$ cat config.mk
export PLATFORM = sky130hd
export DESIGN_NAME = wb_arbiter2
export DESIGN_NICKNAME = d
export VERILOG_FILES = /design/src/rtl/wb_pkg.sv /design/src/rtl/wb_watchdog.sv /design/src/rtl/wb_arbiter2.sv
export SDC_FILE = /design/constraint.sdc
export NUM_CORES = 1
export LEC_CHECK = 0
export ABC_AREA = 1
export CORE_MARGIN = 2
export CORE_UTILIZATION = 31
export DETAILED_ROUTE_END_ITERATION = 12
export PLACE_DENSITY = 0.85
export SYNTH_ARGS = -nofsm -noshare
export SYNTH_HDL_FRONTEND = slang
export SYNTH_HIERARCHICAL = 1
export SYNTH_SLANG_ARGS = --single-unit
$ cat constraint.sdc
create_clock -name clk_i -period 4.17 [get_ports clk_i]
set_clock_uncertainty 0.05 [all_clocks]
set_input_delay 0.834 -clock clk_i [delete_from_list [all_inputs] [get_ports clk_i]]
set_output_delay 0.834 -clock clk_i [all_outputs]
set_load 0.05 [all_outputs]
$ cat src/rtl/wb_pkg.sv
// Shared Wishbone types and defaults for the two-master arbiter.
// Latency: n/a (types and helpers only).
// Backpressure: n/a.
package wb_pkg;

    localparam int ADR_W_DEF = 15;
    localparam int DAT_W_DEF = 16;
    localparam int SEL_W_DEF = 2;

    typedef enum logic [1:0] {
        IDLE = 2'd0,
        GNT0 = 2'd1,
        GNT1 = 2'd2,
        ERR  = 2'd3
    } arb_state_t;

    typedef struct packed {
        logic                 cyc;
        logic                 stb;
        logic                 we;
        logic [SEL_W_DEF-1:0] sel;
        logic [ADR_W_DEF-1:0] adr;
        logic [DAT_W_DEF-1:0] dat;
    } wb_req_t;

    typedef struct packed {
        logic                 ack;
        logic                 err;
        logic [DAT_W_DEF-1:0] dat;
    } wb_rsp_t;

    // One-hot owner vector presented on grant_o for a given arbiter state.
    function automatic logic [1:0] grant_of(arb_state_t s);
        case (s)
            GNT0:    return 2'b01;
            GNT1:    return 2'b10;
            default: return 2'b00;
        endcase
    endfunction

endpackage

$ cat src/rtl/wb_watchdog.sv
// Ack watchdog: counts strobed cycles without ack and flags the cycle that reaches the limit.
// Latency: fire is combinational from the registered count (asserted in the TIMEOUT-th waiting cycle).
// Backpressure: none; a same-cycle ack always suppresses fire. TIMEOUT = 0 disables it.
module wb_watchdog #(
    parameter int TIMEOUT = 255
) (
    input  logic clk_i,
    input  logic rst_i,
    input  logic en,
    input  logic ack,
    input  logic clear,
    output logic fire
);

    localparam int CW = (TIMEOUT > 0) ? $clog2(TIMEOUT + 1) : 1;
    localparam logic [CW-1:0] LAST = CW'((TIMEOUT > 0) ? TIMEOUT - 1 : 0);

    logic [CW-1:0] wd_cnt;

    // Count consecutive waiting cycles; any ack, idle strobe or ownership change restarts it.
    always_ff @(posedge clk_i) begin
        if (rst_i || clear || ack || !en || (TIMEOUT == 0)) begin
            wd_cnt <= '0;
        end else begin
            wd_cnt <= wd_cnt + CW'(1);
        end
    end

    // Fire only while still waiting, so an ack landing on the limit cycle wins.
    always_comb begin
        fire = (TIMEOUT > 0) && en && !ack && (wd_cnt == LAST);
    end

endmodule

$ cat src/rtl/wb_arbiter2.sv
// Two-master round-robin Wishbone arbiter with cyc lock and per-transfer ack watchdog.
// Latency: one cycle from request in IDLE to slave cycle; zero-idle handoff between owners.
// Backpressure: the non-owner simply waits with cyc high; a hung owner is cut off with err.
module wb_arbiter2
    import wb_pkg::*;
#(
    parameter int ADR_W   = ADR_W_DEF,
    parameter int DAT_W   = DAT_W_DEF,
    parameter int SEL_W   = SEL_W_DEF,
    parameter int TIMEOUT = 255
) (
    input  logic             clk_i,
    input  logic             rst_i,
    input  logic             m0_cyc_i,
    input  logic             m0_stb_i,
    input  logic             m0_we_i,
    input  logic [SEL_W-1:0] m0_sel_i,
    input  logic [ADR_W-1:0] m0_adr_i,
    input  logic [DAT_W-1:0] m0_dat_i,
    output logic             m0_ack_o,
    output logic             m0_err_o,
    output logic [DAT_W-1:0] m0_dat_o,
    input  logic             m1_cyc_i,
    input  logic             m1_stb_i,
    input  logic             m1_we_i,
    input  logic [SEL_W-1:0] m1_sel_i,
    input  logic [ADR_W-1:0] m1_adr_i,
    input  logic [DAT_W-1:0] m1_dat_i,
    output logic             m1_ack_o,
    output logic             m1_err_o,
    output logic [DAT_W-1:0] m1_dat_o,
    output logic             s_cyc_o,
    output logic             s_stb_o,
    output logic             s_we_o,
    output logic [SEL_W-1:0] s_sel_o,
    output logic [ADR_W-1:0] s_adr_o,
    output logic [DAT_W-1:0] s_dat_o,
    input  logic             s_ack_i,
    input  logic [DAT_W-1:0] s_dat_i,
    output logic [1:0]       grant_o
);

    typedef struct packed {
        logic             cyc;
        logic             stb;
        logic             we;
        logic [SEL_W-1:0] sel;
        logic [ADR_W-1:0] adr;
        logic [DAT_W-1:0] dat;
    } req_t;

    arb_state_t state_q, state_d;
    logic       last_owner_q;   // 0 = m0, 1 = m1; also identifies the faulted master in ERR
    req_t       m0_req, m1_req, own_req, slv_req;
    logic       wd_fire, wd_clr;

    assign m0_req = {m0_cyc_i, m0_stb_i, m0_we_i, m0_sel_i, m0_adr_i, m0_dat_i};
    assign m1_req = {m1_cyc_i, m1_stb_i, m1_we_i, m1_sel_i, m1_adr_i, m1_dat_i};

    // State and last-owner registers; last_owner updates on entry to a grant state.
    always_ff @(posedge clk_i) begin
        if (rst_i) begin
            state_q      <= IDLE;
            last_owner_q <= 1'b1;
        end else begin
            state_q <= state_d;
            if (state_d == GNT0 && state_q != GNT0) begin
                last_owner_q <= 1'b0;
            end else if (state_d == GNT1 && state_q != GNT1) begin
                last_owner_q <= 1'b1;
            end
        end
    end

    // Next-state: round-robin ties, cyc lock, zero-idle handoff, single-cycle ERR.
    always_comb begin
        state_d = state_q;
        case (state_q)
            IDLE: begin
                if (m0_cyc_i && m1_cyc_i) begin
                    state_d = last_owner_q ? GNT0 : GNT1;
                end else if (m0_cyc_i) begin
                    state_d = GNT0;
                end else if (m1_cyc_i) begin
                    state_d = GNT1;
                end
            end
            GNT0: begin
                if (!m0_cyc_i) begin
                    state_d = m1_cyc_i ? GNT1 : IDLE;
                end else if (wd_fire) begin
                    state_d = ERR;
                end
            end
            GNT1: begin
                if (!m1_cyc_i) begin
                    state_d = m0_cyc_i ? GNT0 : IDLE;
                end else if (wd_fire) begin
                    state_d = ERR;
                end
            end
            ERR: begin
                if (last_owner_q) begin
                    state_d = m0_cyc_i ? GNT0 : IDLE;
                end else begin
                    state_d = m1_cyc_i ? GNT1 : IDLE;
                end
            end
            default: state_d = IDLE;
        endcase
    end

    // Request mux: the owner's bus drives the slave; nothing is driven while idle, faulted or in reset.
    always_comb begin
        own_req = '0;
        case (state_q)
            GNT0:    own_req = m0_req;
            GNT1:    own_req = m1_req;
            default: own_req = '0;
        endcase
        slv_req = rst_i ? '0 : own_req;
    end

    assign wd_clr = (state_d != state_q);

    wb_watchdog #(
        .TIMEOUT (TIMEOUT)
    ) u_wd (
        .clk_i (clk_i),
        .rst_i (rst_i),
        .en    (own_req.stb),
        .ack   (s_ack_i),
        .clear (wd_clr),
        .fire  (wd_fire)
    );

    // Slave-side outputs and master terminations; reset blocks any late ack/err.
    always_comb begin
        s_cyc_o  = slv_req.cyc;
        s_stb_o  = slv_req.stb;
        s_we_o   = slv_req.we;
        s_sel_o  = slv_req.sel;
        s_adr_o  = slv_req.adr;
        s_dat_o  = slv_req.dat;
        m0_ack_o = 1'b0;
        m1_ack_o = 1'b0;
        m0_err_o = 1'b0;
        m1_err_o = 1'b0;
        m0_dat_o = '0;
        m1_dat_o = '0;
        if (!rst_i) begin
            m0_ack_o = (state_q == GNT0) && s_ack_i;
            m1_ack_o = (state_q == GNT1) && s_ack_i;
            m0_err_o = (state_q == ERR) && !last_owner_q;
            m1_err_o = (state_q == ERR) && last_owner_q;
            if (state_q == GNT0 || state_q == GNT1) begin
                m0_dat_o = s_dat_i;
                m1_dat_o = s_dat_i;
            end
        end
        grant_o = grant_of(state_q);
    end

endmodule

## Word level (Yosys, flattened, before mapping)

Cells that the tools add are included.

- Register bits: 11
- Input bits: 91
- Output and inout port bits: 74

- Add/subtract/negate cells: 1
- Equality and inequality tests: 9
- Multiplexer cells: 22
- Reduce and logical (&&, ||, !) cells: 18

Operator list:

| cell | count |
|---|---|
| 36-bit one-hot mux with 2 select lines | 1 |
| 36-bit 2-to-1 mux | 1 |
| 16-bit 2-to-1 mux | 2 |
| 2-bit 2-to-1 mux | 9 |
| 1-bit logical AND | 9 |
| 8-bit by 1-bit adder with 8-bit output (second input constant) | 1 |
| 8-bit == test (second input constant) | 1 |
| 2-bit one-hot mux with 4 select lines | 1 |
| 1-bit 2-to-1 mux | 7 |
| 2-bit == test (second input constant) | 3 |
| 2-bit by 1-bit == test with 1-bit output (second input constant) | 2 |
| 1-bit logical OR | 4 |
| 2-bit one-hot mux with 2 select lines | 1 |
| 1-bit zero test | 3 |
| 2-bit zero test | 1 |
| 2-bit by 1-bit != test with 1-bit output (second input constant) | 1 |
| 2-bit != test | 1 |
| 2-bit != test (second input constant) | 1 |
| 2-bit nonzero test | 1 |

## Depth between registers and ports, before layout

- Depth after elaboration: 11
- Gate-level depth with buffers: 22
- Mapped depth without buffers: 21

## Hierarchy

The synthesis kept the hierarchy.

By module, submodules not included:

| module | instances | cells an instance | area an instance (µm²) |
|---|---|---|---|
| wb_arbiter2 | 1 | 234 | 1113.6 |
| wb_watchdog | 1 | 53 | 397.9 |

## Least setup slack after synthesis

No wires, ideal clock.

- Kind: register -> output
- Start point: register state_q[0]
- End point: output m1_ack_o
- Data arrival time: 2.281 ns
- Required time: 3.286 ns
- Path slack: 1.005 ns
- Stages on the path, launching flop included: 6
- Path through: dfxtp_1 -> inv_1 -> ha_1 -> buf_4 -> inv_2 -> nor3_1

- Cells in the longest elaborated chain, start to end: 3

Ends and longest elaborated chain:

| item | line | source |
|---|---|---|
| from (decl) | wb_arbiter2.sv:52 | `arb_state_t state_q, state_d;` |
| from (signal assigned) | wb_arbiter2.sv:66 | `state_q <= state_d;` |
| 2-bit == test | wb_arbiter2.sv:153 | `m1_ack_o = (state_q == GNT1) && s_ack_i;` |
| 1-bit logical AND | wb_arbiter2.sv:153 |  |
| 1-bit 2-to-1 mux | wb_arbiter2.sv:151 | `if (!rst_i) begin` |
| to (decl) | wb_arbiter2.sv:29 | `output logic m1_ack_o,` |

Every way passes these cells.

## Final worst setup path

- Start point: input rst_i
- End point: output m1_dat_o[3]

- Cells in the longest elaborated chain, start to end: 1

Ends and longest elaborated chain:

| item | line | source |
|---|---|---|
| from (decl) | wb_arbiter2.sv:13 | `input logic rst_i,` |
| 16-bit 2-to-1 mux | wb_arbiter2.sv:151 |  |
| to (decl) | wb_arbiter2.sv:31 | `output logic [DAT_W-1:0] m1_dat_o,` |

Every way passes these cells.

==> reports/qor.txt <==
OUTCOME
---------------------------------------------------------------------------------
Outcome                                                              finished clean

CRITICAL PATH
---------------------------------------------------------------------------------
Worst Path Required                                                       3.29 ns
Cells along the critical path                                        clkdlybuf4s50_1 -> buf_4 -> nor2_1 -> clkdlybuf4s50_1
Critical Path Source Type                                               input pin
Number of cells on the critical path                                            4
Library cell appearing most often on the critical path               clkdlybuf4s50_1
Largest stage delay, worst path                                           0.83 ns
Highest fanout seen on the critical path                                       14
Kind of cell adding the most delay to the critical path              buffers and inverters
Total buffers and inverters traversed by the critical path                      3
Worst setup path class                                                  in -> out
Slowest cell on the critical path                                    clkdlybuf4s50_1
R2R cell count                                                                 22
Worst EP arrival                                                          2.81 ns
Setup crit end kind                                                  primary output

CLOCKING
---------------------------------------------------------------------------------
Clock Pin Slew Worst Setup and Hold Paths                                 0.05 ns
Clock root buffer master                                                 clkbuf_8
Bufs on Longest Clock Path                                                      2
TritonCTS clock tree                                                        built
Number of buffers inserted during clock tree synthesis                          3
Resize count post-CTS                                                           0
Number of sinks handled by clock tree synthesis                                11
Hold-fix buffer count after cts                                                 0
Count of buffers added by post-CTS timing repair for setup                      0
Worst-Skew Late Latency                                                   0.23 ns
H-tree depth reported by CTS                                                    1

SYNTHESIS
---------------------------------------------------------------------------------
Fraction of synthesis flops using an asynchronous set or reset pin              0
Share of synthesized area occupied by flip-flops and latches               0.1457
Netlist Area Pre-Place                                                 1511 sq um
Most instantiated flip-flop cell in the synthesis netlist                 dfxtp_1
Gate count after technology mapping                                           287
Per-instance average area after synthesis                             5.266 sq um
Most area-consuming cells after synthesis                            nand2_1 (29%), dfxtp_1 (15%), a21oi_1 (14%)
Most frequent cells after synthesis                                  nand2_1 (118), a21oi_1 (41), nor2_1 (37), buf_4 (17), inv_1 (17)
Net count of the mapped netlist                                               384
Synth cell types                                                               23
Synth area leader                                                         nand2_1
Most frequent cell after synthesis                                        nand2_1
Yosys warnings                                                                  6
Register bit count reported by yosys                                           11
Synth top area share                                                       0.2930
Count of flip-flops with a built-in enable after synthesis                      0

STA
---------------------------------------------------------------------------------
Final TNS setup                                                              0 ns
Tmin final                                                               3.690 ns
Period utilization                                                         0.8848
Maximum clock frequency                                                0.2710 GHz
Fin. max-slew vios                                                              0
Transition time of the tightest slew-check pin                          0.5629 ns
Hold violation count in the final report                                        0
Final number of setup-violating endpoints                                       0
Worst rel slew slack                                                       0.6248
RSZ-0062 raised after global routing                                        false
WHS                                                                     0.4152 ns

FINISH
---------------------------------------------------------------------------------
Layout cell share with drive strength beyond 1                             0.1262
Number of antenna diodes                                                        0
Number of nets in the layout                                                  526
Total of fill cells in the finished design                                    372
Total area of multi-input combinational cells                          1023 sq um
Combined flip-flop and latch cell area                                220.2 sq um
Area growth from synthesis to final layout                                 129.8%

FLOORPLAN
---------------------------------------------------------------------------------
Number of rows in the core area                                                25
I/O pin count                                                                 165
Core Footprint                                                         4723 sq um
Vertical die dimension                                                   73.83 um
Initial cell density of the core                                           0.3200
Width of the chip                                                        73.83 um
Die area                                                               5450 sq um

ROUTING
---------------------------------------------------------------------------------
Routed wirelength normalized by instance count                           13.89 um
Wire length after detailed routing                                        6874 um
Antenna-violating nets left                                                     0
Via Count                                                                    2347
Violation count after the first detailed-routing iteration                    150
Number of optimization iterations in the first detailed-route pass              5
Per-cell via count in the routed design                                     4.741
DRC errors left                                                                 0

PLACE
---------------------------------------------------------------------------------
Half-perimeter wire length of the detailed placement result               5637 um
Final GP Congestion                                                        0.8843
Total of buffers placed on input and output ports                             164

GLOBAL ROUTE
---------------------------------------------------------------------------------
Number of antenna violations at the first check in global routing               0
Via count of the first global-routing pass                                   2100
Total global-route track usage                                             0.2326
Wire length of the first global-routing pass                             10010 um
Overall overflow remaining after global route                                   0
Pin count of the biggest net entering global routing                           38

POWER
---------------------------------------------------------------------------------
Maximum ir drop on the vdd rail                                          258.5 uV
Total leakage power                                                   0.001288 uW
Cell Pwr Density                                                     288.7 nW/um^2

FLOW RUN
---------------------------------------------------------------------------------
Max-Cap Viols                                                                   0

WORST HOLD PATH
---------------------------------------------------------------------------------
Hold Crit Depth                                                                 1
Class of the most critical hold timing path                            reg -> reg

## metal layers
metal	wire, um	up-vias	GRT usage
met5	0	-	0
met4	182	0	0.08081
met3	556	14	0.03429
met2	3545	116	0.4345
met1	2590	1054	0.2648
li1	-	1163	-
## cell families after synthesis
family | Yosys count | synth area share
and+or+nand+nor | 174 | 0.4694
AOI/OAI and AO/OA | 46 | 0.1581
adders and majority gates | 6 | 0.04967
DFF | 11 | 0.1457
buffers and inverters | 50 | 0.1771
## worst register-to-register path, delay by kind of cell (launching register included)
kind	cells	cell delay [ns]
simple gates	14	1.24
fa+ha+maj	1	0.20
buf+inv	5	0.72
compound gates	2	0.35
flops	1	0.36
## cell usage in the layout (no fill, tap or decap), types with 5 or more instances in the layout
cell | synthesis | final
dfxtp_1 | 11 | 11
a21oi_1 | 41 | 41
nand2_1 | 118 | 118
nor2_1 | 37 | 37
ha_1 | 6 | 6
buf_12 | 0 | 36
clkdlybuf4s50_1 | 0 | 127
buf_4 | 17 | 5
inv_1 | 17 | 17
nand3_1 | 7 | 7
## power breakdown
group	switching (uW)	internal [uW]	leakage [uW]
Clock	37.2	66.9	0.0000228
Sequential	7.90	113	0.0000892
Combinational	480	298	0.00118
## sequential cells by signal (all words and copies together), names as in the netlist
| name | flops |
|---|---|
| last_owner_q | 1 |
| state_q | 2 |
| u_wd/wd_cnt | 8 |
## cell type report
class                   instances  area share
repair buffers                168      0.5843
multi-input cells             226      0.2947
clock buffers                   4     0.01297
well taps                      67     0.02414
inverters                      19     0.02053
flip-flops and latches         11     0.06340
## metrics by stage
step | utilization | cells | total power (uW) | cell area (sq um) | worst slack [ns]
6_report | 0.7354 | 495 | 1003 | 3473 | 0.4802
5_1_grt | 0.7354 | 495 | 1053 | 3473 | 0.3671
4_1_cts | 0.7354 | 495 | 1009 | 3473 | 0.4808
3_5_place_dp | 0.7258 | 491 | 900.0 | 3428 | 0.4870
3_3_place_gp | 0.7258 | 491 | 891.9 | 3428 | 0.5163
2_1_floorplan | - | 287 | 607.7 | 1511 | 1.005
## final timing paths
| path | from | to | slack, ns |
|---|---|---|---|
| worst max-delay path | rst_i | m1_dat_o[3] | 0.48 |
| worst min-delay path | u_wd/wd_cnt[0]$_SDFF_PP0_ | u_wd/wd_cnt[0]$_SDFF_PP0_ | 0.42 |
| worst max register to register | state_q[0]$_SDFF_PP0_ | u_wd/wd_cnt[4]$_SDFF_PP0_ | 1.18 |
| worst min register to register | u_wd/wd_cnt[0]$_SDFF_PP0_ | u_wd/wd_cnt[0]$_SDFF_PP0_ | 0.42 |
(Power assumes the default switching activity.)
